**src/rtl/dot_product_ctrl_pkg.sv**
```systemverilog
// Shared types and helpers for the saturating dot-product controller:
// FSM state encoding, symmetric range limit and clamp.
package dot_product_ctrl_pkg;

  typedef enum logic [1:0] {
    ST_IDLE = 2'd0,
    ST_RUN  = 2'd1,
    ST_DONE = 2'd2
  } state_e;

  function automatic int maxp(input int width);
    return (1 << (width - 1)) - 1;
  endfunction

  // Clamp an integer into the symmetric range [-MAXP, +MAXP].
  function automatic int clamp_sym(input int value, input int width);
    int m;
    m = maxp(width);
    if (value > m) return m;
    if (value < -m) return -m;
    return value;
  endfunction

endpackage

```
**src/rtl/dot_product_ctrl_sat_accum_add.sv**
```systemverilog
// Combinational WIDTH-bit saturating adder for the accumulator step;
// result is clamped to the symmetric range [-MAXP, +MAXP].
module sat_accum_add
  import dot_product_ctrl_pkg::*;
#(
  parameter int WIDTH = 4
) (
  input  logic signed [WIDTH-1:0] acc_i,
  input  logic signed [WIDTH-1:0] product_i,
  output logic signed [WIDTH-1:0] sum_o,
  output logic                    clamp_o
);

  localparam logic signed [WIDTH-1:0] MAXP_V = WIDTH'(maxp(WIDTH));
  localparam logic signed [WIDTH-1:0] MIN_V  = {1'b1, {(WIDTH-1){1'b0}}};

  logic [WIDTH:0] ext_sum;
  logic           ovf;

  always_comb begin
    ext_sum = {acc_i[WIDTH-1], acc_i} + {product_i[WIDTH-1], product_i};
    // Bit WIDTH is the true sign; disagreement with bit WIDTH-1 means overflow.
    ovf     = ext_sum[WIDTH] ^ ext_sum[WIDTH-1];
    sum_o   = ext_sum[WIDTH-1:0];
    clamp_o = 1'b0;
    if (ovf) begin
      sum_o   = ext_sum[WIDTH] ? -MAXP_V : MAXP_V;
      clamp_o = 1'b1;
    end else if (ext_sum[WIDTH-1:0] == MIN_V) begin
      sum_o   = -MAXP_V;
      clamp_o = 1'b1;
    end
  end

endmodule

```
**src/rtl/dot_product_ctrl.sv**
```systemverilog
// Saturating signed dot-product controller: accepts LEN operand pairs,
// accumulates clamped products and presents the result with a sticky clamp flag.
module dot_product_ctrl
  import dot_product_ctrl_pkg::*;
#(
  parameter int WIDTH = 4,
  parameter int LEN   = 4
) (
  input  logic                    clk_80,
  input  logic                    reset_80,
  input  logic                    start_80,
  input  logic                    abort_80,
  input  logic signed [WIDTH-1:0] a_80,
  input  logic signed [WIDTH-1:0] b_80,
  input  logic                    op_valid_80,
  output logic                    op_ready_80,
  output logic signed [WIDTH-1:0] result_80,
  output logic                    result_valid_80,
  input  logic                    result_ready_80,
  output logic                    sat_flag_80,
  output logic                    busy_80
);

  localparam int                      CW     = (LEN > 1) ? $clog2(LEN) : 1;
  localparam logic [CW-1:0]           LAST   = CW'(LEN - 1);
  localparam logic signed [WIDTH-1:0] MAXP_V = WIDTH'(maxp(WIDTH));
  localparam logic signed [WIDTH-1:0] MIN_V  = {1'b1, {(WIDTH-1){1'b0}}};

  state_e                  state_q, state_d;
  logic signed [WIDTH-1:0] acc_q, acc_d;
  logic [CW-1:0]           count_q, count_d;
  logic                    flag_q, flag_d;

  logic signed [WIDTH-1:0]   a_fix, b_fix, prod_sat, sum_sat;
  logic signed [2*WIDTH-1:0] prod_full;
  int                        prod_int, prod_lim;
  logic                      prod_clamp, sum_clamp, xfer;

  // The most negative code is folded onto -MAXP before multiplying.
  always_comb begin
    a_fix      = (a_80 == MIN_V) ? -MAXP_V : a_80;
    b_fix      = (b_80 == MIN_V) ? -MAXP_V : b_80;
    prod_full  = a_fix * b_fix;
    prod_int   = int'(prod_full);
    prod_lim   = clamp_sym(prod_int, WIDTH);
    prod_sat   = WIDTH'(prod_lim);
    prod_clamp = (prod_lim != prod_int);
  end

  sat_accum_add #(.WIDTH(WIDTH)) u_sat_accum_add (
    .acc_i     (acc_q),
    .product_i (prod_sat),
    .sum_o     (sum_sat),
    .clamp_o   (sum_clamp)
  );

  assign op_ready_80     = (state_q == ST_RUN) && !abort_80;
  assign xfer            = op_valid_80 && op_ready_80;
  assign result_valid_80 = (state_q == ST_DONE);
  assign busy_80         = (state_q != ST_IDLE);
  assign result_80       = acc_q;
  assign sat_flag_80     = flag_q;

  always_comb begin
    state_d = state_q;
    acc_d   = acc_q;
    count_d = count_q;
    flag_d  = flag_q;
    unique case (state_q)
      ST_IDLE: begin
        if (start_80) begin
          state_d = ST_RUN;
          acc_d   = '0;
          count_d = '0;
          flag_d  = 1'b0;
        end
      end
      ST_RUN: begin
        if (abort_80) begin
          state_d = ST_IDLE;
        end else if (xfer) begin
          acc_d  = sum_sat;
          flag_d = flag_q | prod_clamp | sum_clamp;
          if (count_q == LAST) begin
            state_d = ST_DONE;
            count_d = '0;
          end else begin
            count_d = count_q + 1'b1;
          end
        end
      end
      ST_DONE: begin
        if (abort_80) begin
          state_d = ST_IDLE;
        end else if (result_ready_80) begin
          if (start_80) begin
            state_d = ST_RUN;
            acc_d   = '0;
            count_d = '0;
            flag_d  = 1'b0;
          end else begin
            state_d = ST_IDLE;
          end
        end
      end
      default: state_d = ST_IDLE;
    endcase
  end

  always_ff @(posedge clk_80) begin
    if (reset_80) begin
      state_q <= ST_IDLE;
      acc_q   <= '0;
      count_q <= '0;
      flag_q  <= 1'b0;
    end else begin
      state_q <= state_d;
      acc_q   <= acc_d;
      count_q <= count_d;
      flag_q  <= flag_d;
    end
  end

endmodule

```
**config.mk**
```make
export PLATFORM = sky130hd
export DESIGN_NAME = dot_product_ctrl
export DESIGN_NICKNAME = d
export VERILOG_FILES = /design/src/rtl/dot_product_ctrl_pkg.sv /design/src/rtl/dot_product_ctrl_sat_accum_add.sv /design/src/rtl/dot_product_ctrl.sv
export SDC_FILE = /design/constraint.sdc
export NUM_CORES = 1
export LEC_CHECK = 0
export CAP_MARGIN = 20
export CORE_MARGIN = 1
export CORE_UTILIZATION = 56
export CTS_CLUSTER_SIZE = 30
export DETAILED_ROUTE_END_ITERATION = 10
export PLACE_DENSITY = 0.84
export SKIP_CTS_REPAIR_TIMING = 1
export SLEW_MARGIN = 20
export SYNTH_ARGS = -nofsm -noshare
export SYNTH_HDL_FRONTEND = slang
export SYNTH_SLANG_ARGS = --single-unit
```
**constraint.sdc**
```tcl
create_clock -name clk_80 -period 10.75 [get_ports clk_80]
set_input_delay 1.6125 -clock clk_80 [delete_from_list [all_inputs] [get_ports clk_80]]
set_output_delay 1.6125 -clock clk_80 [all_outputs]
set_load 0.05 [all_outputs]
```
==> qor.txt <==
CP most frequent cell: fa_1
die width: 48.6 um
fillers: 152
Max Cap Viol: 0
area occupied by multi-input gates: 998 um2
status: completed
Setup TNS: 0 ns
Seq/Total Area, Yosys: 0.148
Worst Skew: 0.00411 ns
initial antenna violation count: 0
Period minus WS final: 7.43 ns
Yosys top cell area share: 0.185
kind of critical path: input pin to register
first-pass GRT wire length: 4620 um
Yosys warning count: 0
Slew headroom: 0.664
DR iter-0 viols: 12
gr usage total: 0.257
CTS sink cnt: 9
unrepaired setup endpoints after global routing: no
H-tree depth: 1
post-synth cell types: 35
placer congestion estimate: 0.821
Reg area: 180 um2
number of port buffers: 21
Cells after Synth: 139
Final Hold Vio Count: 0
Setup crit end kind: register
clock root buffer: clkbuf_4
CP required: 10.92 ns
largest net degree at the start of global routing: 10
vias per inst: 5.35
CP Launch Type: input pin
PD cells: 148 mW/mm2
final setup fails: 0
share of cells above drive strength 1: 0.0613
CTS Buffer Depth: 2
main area contributors after synthesis: ha_1 19%, fa_1 16%, dfxtp_1 15%
critical path arrival: 7.59 ns
drt wl/cell: 13.0 um
# IOs: 22
Chip Height: 48.6 um
peak supply drop: 0.104 mV
Place WS: 3.03 ns
nets@finish: 206
total routed wirelength: 2480 um
total die area: 0.00236 mm2
largest fanout on the critical path: 6
slowest stage delay, CP: 0.58 ns
CP delay by family, top: adder cells
TritonCTS clock tree: done
vias in the first global route: 1,077
Antenna Cells: 0
Detail Placement HPWL: 2090 um
leakage: 0.693 nW
setup ws final: 3.32 ns
number of synthesized register bits: 9
worst skew pair latency: 0.28 ns
Vias: 1,017
total overflow reported by the global router: 0
Power, Total: 0.220 mW
maximum clock rate: 0.135 GHz
Worst-Margin Slew: 0.503 ns
CTS buffer count: 3
number of placement rows: 16
dominant cell type by area after synthesis: ha_1
Max Slew Vio Count: 0
critical path buffer and inverter count: 2
TritonRoute pass-1 iters: 4
crit-path cells: clkdlybuf4s50_1 -> nor2_1 -> a21oi_1 -> nand2_1 -> fa_1 -> fa_1 -> fa_1 -> inv_1 -> ha_1 -> fa_1 -> a21o_1 -> a21oi_1 -> xnor3_4 -> o22ai_1 -> o21ai_0 -> ha_1 -> fa_1 -> nand2_1 -> a31oi_1 -> maj3_1 -> a22oi_1 -> nor2_1
drt drc: 0
Syn Area/Cell: 8.75 um2
Mapped Area: 0.00122 mm2
core box area: 0.00200 mm2
Slowest-stage cell, CP: fa_1
Period Utilization, post-route: 0.691
type of the most critical hold path: register to register
Area growth, synth to finish: 22.0%
Syn Nets: 181
Final ANT Viol Nets: 0
Initial Util: 0.607
Reg clk slew, reported paths: 0.08 ns
==> cells by family (layout without fill, tap and decap cells) <==
family / after synthesis / count (layout) / synth area share
compound gates: 27 / 27 / 0.141
xor+xnor: 8 / 8 / 0.0720
fa+ha+maj: 30 / 30 / 0.366
buf+inv: 10 / 34 / 0.0309
flops: 9 / 9 / 0.148
mux: 1 / 1 / 0.00823
simple gates: 54 / 54 / 0.234
==> tightest hold or removal path: stages, from the launching register on <==
cell	delay, ns
dfxtp_1	0.33
nand2_1	0.06
a21oi_1	0.05
==> area by class of cell <==
class	count	area share
clock buffers	3	0.0152
clock inverters	1	0.00337
inverters	9	0.0228
multi-input cells	120	0.673
flip-flops and latches	9	0.121
well taps	27	0.0228
repair buffers	21	0.142
==> placed cells by master, fill, tap and decap left out, types with 2 or more instances in the layout <==
cell and count:
nand3_1 2, clkbuf_4 3, fa_1 10, a21o_1 4
and2_1 4, nand2_1 9, o22ai_1 2, nor3_1 3
dfxtp_1 9, clkdlybuf4s50_1 21, xnor2_1 4, xor2_1 3
inv_1 9, o21ai_0 2, a21oi_1 10, a22oi_1 4
nor2_1 17, nor3b_1 3, nor2b_1 7, ha_1 18
maj3_1 2, nand2b_1 2
==> path summary, 6_finish.rpt <==
| check | slack, ns | startpoint | cells past startpoint | end |
|---|---|---|---|---|
| setup / recovery | 3.32 | a_80[2] | 22 | result_80[1]$_SDFFE_PP0P_ |
| setup reg to reg | 8.76 | result_80[0]$_SDFFE_PP0P_ | 7 | result_80[1]$_SDFFE_PP0P_ |
| hold reg to reg | 0.50 | result_80[0]$_SDFFE_PP0P_ | 2 | result_80[0]$_SDFFE_PP0P_ |
| hold / removal | 0.50 | result_80[0]$_SDFFE_PP0P_ | 2 | result_80[0]$_SDFFE_PP0P_ |
==> flip-flops by register name, indices dropped and copies added (netlist names) <==
register / cells
sat_flag_80: 1
count_q: 2
result_80: 4
state_q: 2
==> power breakdown <==
part	total, mW	switching, mW	internal (mW)
Combinational	0.153	0.0834	0.0700
Sequential	0.0366	0.00163	0.0350
Clock	0.0298	0.0160	0.0139
Total	0.220	0.101	0.119
==> layer usage <==
metal	GRT usage	vias up	wire length, um
met5	0	-	0
met3	0.0660	2	82
met2	0.419	15	1180
li1	-	524	-
met1	0.327	476	1190
met4	0.0931	0	21
==> cell usage after synthesis <==
library cell / n
nand3_1: 2
and3_1: 1
nor2_1: 17
nor2b_4: 1
xnor3_4: 1
mux2i_1: 1
a21oi_1: 10
inv_1: 9
and2_0: 1
a21o_1: 4
xnor2_1: 4
nand2b_1: 2
nand2_1: 9
or4_4: 1
a31oi_1: 1
o22ai_1: 2
dfxtp_1: 9
and2_1: 4
o21ai_2: 1
nor2b_1: 7
xor2_1: 3
or2_2: 1
ha_1: 18
buf_1: 1
or3_1: 1
nor3b_1: 3
a22oi_1: 4
nand3b_1: 1
maj3_1: 2
nor3_1: 3
o21a_1: 1
a21oi_2: 1
o21bai_1: 1
o21ai_0: 2
fa_1: 10
==> metrics by stage <==
stage               hold WS (ns)  area, um2  std cells   util
floorplan                  0.481       1220        139      -
global placement           0.470       1460        186  0.728
detailed placement         0.486       1460        186  0.728
CTS                        0.496       1480        190  0.741
global route               0.515       1480        190  0.741
finish                     0.497       1480        190  0.741
Note: power is estimated with default switching activity, not from simulation.
